<file path="src/rtl/image_crop_pkg.sv">
// Shared VP definitions: default widths, decimation encoding and the skip mask helper.
package image_crop_pkg;

  localparam int DATA_W_DEF = 24;
  localparam int X_W_DEF    = 12;
  localparam int Y_W_DEF    = 12;
  localparam int FCNT_W     = 16;

  typedef enum logic [1:0] {
    SKIP_1 = 2'd0,
    SKIP_2 = 2'd1,
    SKIP_4 = 2'd2,
    SKIP_8 = 2'd3
  } skip_e;

  // Low-bit mask of the window offset that must be zero for a kept sample.
  function automatic logic [2:0] skip_mask(input logic [1:0] s);
    case (skip_e'(s))
      SKIP_1:  skip_mask = 3'b000;
      SKIP_2:  skip_mask = 3'b001;
      SKIP_4:  skip_mask = 3'b011;
      default: skip_mask = 3'b111;
    endcase
  endfunction

endpackage

</file>
<file path="src/rtl/vp_timing_counter.sv">
// Frame-start / line-end detection, per-pixel x/y coordinates and self-measured geometry.
module vp_timing_counter
  import image_crop_pkg::*;
#(
  parameter int X_W = X_W_DEF,
  parameter int Y_W = Y_W_DEF
) (
  input  logic              clk,
  input  logic              rst,
  input  logic              vs,
  input  logic              de,
  output logic              fs,
  output logic [X_W-1:0]    px,
  output logic [Y_W-1:0]    py,
  output logic [X_W-1:0]    meas_h,
  output logic [Y_W-1:0]    meas_v,
  output logic [FCNT_W-1:0] frame_cnt
);

  logic           vs_d, de_d, de_fall;
  logic [X_W-1:0] x_cnt;
  logic [Y_W-1:0] y_cnt;

  assign fs      = vs & ~vs_d;
  assign de_fall = de_d & ~de;

  // The frame-start pixel is always (0,0), even if the counters hold stale values.
  assign px = fs ? '0 : x_cnt;
  assign py = fs ? '0 : y_cnt;

  always_ff @(posedge clk or posedge rst) begin
    if (rst) begin
      vs_d      <= 1'b0;
      de_d      <= 1'b0;
      x_cnt     <= '0;
      y_cnt     <= '0;
      meas_h    <= '0;
      meas_v    <= '0;
      frame_cnt <= '0;
    end else begin
      vs_d <= vs;
      de_d <= de;
      if (de_fall)
        meas_h <= x_cnt;
      if (fs) begin
        // A line still open at frame start counts toward the finished frame.
        meas_v    <= (x_cnt != '0 && y_cnt != '1) ? y_cnt + 1'b1 : y_cnt;
        y_cnt     <= '0;
        x_cnt     <= {{(X_W-1){1'b0}}, de};
        frame_cnt <= frame_cnt + 1'b1;
      end else if (de) begin
        if (x_cnt != '1)
          x_cnt <= x_cnt + 1'b1;
      end else if (de_fall) begin
        x_cnt <= '0;
        if (y_cnt != '1)
          y_cnt <= y_cnt + 1'b1;
      end
    end
  end

endmodule

</file>
<file path="src/rtl/image_crop.sv">
// Crop/decimate stage: frame-synchronous shadow window, registered keep decision, 2-cycle output pipe.
module image_crop
  import image_crop_pkg::*;
#(
  parameter int DATA_W = DATA_W_DEF,
  parameter int X_W    = X_W_DEF,
  parameter int Y_W    = Y_W_DEF
) (
  input  logic              clk,
  input  logic              rst,
  input  logic              en,
  input  logic [X_W-1:0]    start_x,
  input  logic [Y_W-1:0]    start_y,
  input  logic [X_W-1:0]    end_x,
  input  logic [Y_W-1:0]    end_y,
  input  logic [1:0]        skip_x,
  input  logic [1:0]        skip_y,
  input  logic              vs_i,
  input  logic              hs_i,
  input  logic              de_i,
  input  logic [DATA_W-1:0] data_i,
  output logic              vs_o,
  output logic              hs_o,
  output logic              de_o,
  output logic [DATA_W-1:0] data_o,
  output logic [X_W-1:0]    meas_h,
  output logic [Y_W-1:0]    meas_v,
  output logic              cfg_err,
  output logic [15:0]       frame_cnt
);

  logic           fs;
  logic [X_W-1:0] px;
  logic [Y_W-1:0] py;

  vp_timing_counter #(.X_W(X_W), .Y_W(Y_W)) u_tc (
    .clk       (clk),
    .rst       (rst),
    .vs        (vs_i),
    .de        (de_i),
    .fs        (fs),
    .px        (px),
    .py        (py),
    .meas_h    (meas_h),
    .meas_v    (meas_v),
    .frame_cnt (frame_cnt)
  );

  logic           sh_en;
  logic [X_W-1:0] sh_sx, sh_ex;
  logic [Y_W-1:0] sh_sy, sh_ey;
  logic [1:0]     sh_skx, sh_sky;

  always_ff @(posedge clk or posedge rst) begin
    if (rst) begin
      sh_en   <= 1'b0;
      sh_sx   <= '0;
      sh_sy   <= '0;
      sh_ex   <= '1;
      sh_ey   <= '1;
      sh_skx  <= '0;
      sh_sky  <= '0;
      cfg_err <= 1'b0;
    end else if (fs) begin
      sh_en   <= en;
      sh_sx   <= start_x;
      sh_sy   <= start_y;
      sh_ex   <= end_x;
      sh_ey   <= end_y;
      sh_skx  <= skip_x;
      sh_sky  <= skip_y;
      cfg_err <= en && (start_x >= end_x || start_y >= end_y);
    end
  end

  // The frame-start pixel must see the window it is about to latch, not the old one.
  logic [X_W-1:0] c_sx, c_ex;
  logic [Y_W-1:0] c_sy, c_ey;
  logic [1:0]     c_skx, c_sky;
  logic [2:0]     dx_lo, dy_lo;
  logic           in_win, keep;

  assign c_sx  = fs ? start_x : sh_sx;
  assign c_ex  = fs ? end_x   : sh_ex;
  assign c_sy  = fs ? start_y : sh_sy;
  assign c_ey  = fs ? end_y   : sh_ey;
  assign c_skx = fs ? skip_x  : sh_skx;
  assign c_sky = fs ? skip_y  : sh_sky;

  // Only the low bits of the window offset matter for the decimation phase.
  assign dx_lo  = px[2:0] - c_sx[2:0];
  assign dy_lo  = py[2:0] - c_sy[2:0];
  assign in_win = (px >= c_sx) && (px < c_ex) && (py >= c_sy) && (py < c_ey);
  assign keep   = in_win && ((dx_lo & skip_mask(c_skx)) == 3'b000)
                         && ((dy_lo & skip_mask(c_sky)) == 3'b000);

  logic              s1_vs, s1_hs, s1_de, s1_keep;
  logic [DATA_W-1:0] s1_data;
  logic              de_nxt;

  assign de_nxt = sh_en ? (s1_de & s1_keep & ~cfg_err) : s1_de;

  always_ff @(posedge clk or posedge rst) begin
    if (rst) begin
      s1_vs   <= 1'b0;
      s1_hs   <= 1'b0;
      s1_de   <= 1'b0;
      s1_keep <= 1'b0;
      s1_data <= '0;
      vs_o    <= 1'b0;
      hs_o    <= 1'b0;
      de_o    <= 1'b0;
      data_o  <= '0;
    end else begin
      s1_vs   <= vs_i;
      s1_hs   <= hs_i;
      s1_de   <= de_i;
      s1_keep <= keep;
      s1_data <= data_i;
      vs_o    <= s1_vs;
      hs_o    <= s1_hs;
      de_o    <= de_nxt;
      data_o  <= de_nxt ? s1_data : '0;
    end
  end

endmodule

</file>
<file path="config.mk">
export PLATFORM = sky130hd
export DESIGN_NAME = image_crop
export DESIGN_NICKNAME = d
export VERILOG_FILES = /design/src/rtl/image_crop_pkg.sv /design/src/rtl/vp_timing_counter.sv /design/src/rtl/image_crop.sv
export SDC_FILE = /design/constraint.sdc
export NUM_CORES = 1
export LEC_CHECK = 0
export CORE_ASPECT_RATIO = 1.25
export CORE_MARGIN = 8
export CORE_UTILIZATION = 30
export CTS_CLUSTER_DIAMETER = 150
export DETAILED_ROUTE_END_ITERATION = 10
export GPL_TIMING_DRIVEN = 0
export PLACE_DENSITY_LB_ADDON = 0.12
export SYNTH_ARGS = -nofsm -noshare
export SYNTH_HDL_FRONTEND = slang
export SYNTH_SLANG_ARGS = --single-unit
</file>
<file path="constraint.sdc">
create_clock -name clk -period 8.35 [get_ports clk]
set_input_delay 1.67 -clock clk [delete_from_list [all_inputs] [get_ports clk]]
set_output_delay 1.67 -clock clk [all_outputs]
set_load 0.1 [all_outputs]
</file>
==> flow_summary.json <==
{
  "ys_warn_count": 0,
  "start_kind": "input pin",
  "clk_path_buf_depth": 2,
  "vias_per_cell": 4.54,
  "first_pass_iters": 4,
  "drtIter0Drc": 340,
  "yosysUniqueCellTypes": 49,
  "synthArstFlopShare_pct": 100,
  "period_needed_ps": 5780,
  "io_pins": 150,
  "synth_seq_cells": 173,
  "yosysSeqAreaShare_pct": 51.0,
  "muxShareOfSynthArea_pct": 4.25,
  "gp_congestion": 0.825,
  "drc_errors": 0,
  "grt_pass1_vias": 6318,
  "clk_latency_ps": 440,
  "clock.fmax_mhz": 173,
  "initial_core_util_pct": 30.3,
  "arrival_ps": 6090,
  "numClockSinks": 173,
  "portBuffers": 149,
  "synth_edf_count": 0,
  "core_sq_mm": 0.0282,
  "finalCritPeriodShare_pct": 69.2,
  "yosys.area_share.adder_pct": 11.2,
  "synth_top_family_by_area": "simple AND/OR/NAND/NOR gates",
  "synthXorXnorAreaFrac_pct": 4.51,
  "synth_area_sq_mm": 0.00855,
  "place_hpwl_um": 18000,
  "wl_per_cell_um": 17.2,
  "holdBufCountCts": 0,
  "antenna_found_initial": 0,
  "die_area_sq_mm": 0.0342,
  "nets": 1147,
  "leakagePower_nw": 5.15,
  "cp_max_fo": 10,
  "via_count": 6164,
  "post_cts_buffers": 0,
  "path_clk_slew_ps": 70,
  "ctsResizeCount": 0,
  "numCtsBuffers": 17,
  "syn_avg_cell_area_sq_um": 10.4,
  "synth_area_leader_cell": "dfrtp_1",
  "outcome": "complete, no violations",
  "ir_drop_uv": 100,
  "fp.dieW_um": 167,
  "path_class": "input pin to flip-flop",
  "hold_path_class": "flip-flop to flip-flop",
  "drv_slew": 0,
  "nFillCells": 2773,
  "drive_gt1_share_pct": 7.47,
  "synth_flop_cell": "dfrtp_1",
  "cts_tree": "built",
  "layout_common_cells": "dfrtp_1, clkdlybuf4s50_1, nand2_1, inv_1, ha_1",
  "synthTopCellsByArea": "dfrtp_1, ha_1, dfstp_2",
  "htreeDepth": 4,
  "root_buffer": "clkbuf_16",
  "hold_slack_ps": 365,
  "rows": 69,
  "cp-end-kind": "flip-flop",
  "grt_pass1_wl_um": 36600,
  "synth_top_area_share_pct": 43.6,
  "syn_to_final_growth_pct": 30.1,
  "powerDensity_mw_per_mm2": 215,
  "setup_viol": 0,
  "relSlewSlack_pct": 32.2,
  "overflow": 0,
  "ant_nets": 0,
  "synth-simple-area-share_pct": 14.7,
  "fin_cells": 1359,
  "cp.required_ps": 8660,
  "top_regs": "data_o (24), s1_data (24), u_tc.frame_cnt (16)",
  "antenna_cells": 0,
  "cap_violations": 0,
  "hold_violations": 0,
  "rsz0062_at_grt": "no",
  "grt_max_degree": 90,
  "die_h_um": 205,
  "synth_nets": 978,
  "synth_compound_area_share_pct": 9.05,
  "routed_wirelength_um": 23400,
  "gr-usage-all-layers_pct": 13.9,
  "syn_inst": 822,
  "dp_cells": 1327,
  "clock_skew_ps": 12.0,
  "tightest_slew_ps": 1010
}
-- path summary, 6_finish.rpt --
kind	startpoint	to	slack, ps	cells past startpoint
worst max-delay path	vs_i	s1_keep$_DFF_PP0_	2570	14
worst min-delay path	s1_hs$_DFF_PP0_	hs_o$_DFF_PP0_	370	0
worst max register to register	u_tc.vs_d$_DFF_PP0_	s1_keep$_DFF_PP0_	3980	13
worst min register to register	s1_hs$_DFF_PP0_	hs_o$_DFF_PP0_	370	0
max in group asynchronous	rst	sh_ex[6]$_DFF_PP1_	5730	3
min in group asynchronous	rst	u_tc.frame_cnt[6]$_DFFE_PP0P_	1750	2
-- worst max-delay path, stage by stage --
cell and delay (ps):
clkdlybuf4s50_1 570, nor2b_1 150, clkbuf_1 270, buf_2 310
buf_1 560, clkbuf_1 530, nor2_1 220, ha_1 340
and4_1 210, a211oi_1 350, o31ai_1 120, nor3_1 130
nor4b_1 300, nor4b_1 330
-- Yosys cell counts, types with 5 or more instances --
cell	count
dfrtp_1	149
nand2_1	93
inv_1	85
ha_1	72
nor2_1	50
and2_1	43
o21ai_0	39
mux2i_1	25
dfstp_2	24
xnor2_1	23
clkbuf_1	22
xor2_1	21
a21boi_0	20
nor3_1	15
nand4_1	14
a21oi_1	13
nand3_1	13
a211oi_1	10
mux2_2	10
a21o_1	9
nand2b_1	6
and3_1	5
buf_1	5
buf_2	5
nor4_1	5
o211ai_1	5
-- cells by family after synthesis --
logic type | after synthesis
AND/OR/NAND/NOR | 260
flip-flops | 173
AO/OA/AOI/OAI | 117
buffers and inverters | 117
adder cells (fa/ha/maj) | 76
XOR/XNOR | 44
multiplexers | 35
-- metrics by stage --
step                      instance area (sq um)  setup slack (ps)  total power [mW]  utilization, %  TNS, ps
after floorplan                            8550              2030              1.38               -        0
after global placement                    10500              -759              1.58            37.1  -110090
after detailed placement                  10500              2130              1.58            37.3        0
after CTS                                 11100              2570              2.43            39.4        0
after global routing                      11100              2270              2.51            39.4        0
final                                     11100              2570              2.39            39.4        0
-- final cells by class --
class | instances | area, sq um | area share, %
buffer | 32 | 126 | 1.14
clock buffer | 19 | 453 | 4.07
clock inverter | 13 | 150 | 1.35
inverter | 85 | 327 | 2.94
multi-input combinational | 532 | 3740 | 33.6
sequential | 173 | 4360 | 39.2
tap | 355 | 444 | 3.99
timing repair buffer | 150 | 1520 | 13.7
-- where the power goes --
group	switching (mW)	internal [mW]	total [mW]
Clock	0.369	0.464	0.833
Combinational	0.409	0.185	0.594
Sequential	0.0407	0.922	0.963
-- per-layer routing --
metal,wire (um),GRT usage (%)
met4,246,3.87
met5,0,0
met3,841,2.83
met2,11400,23.7
met1,10900,17.7
(Power assumes the default switching activity.)
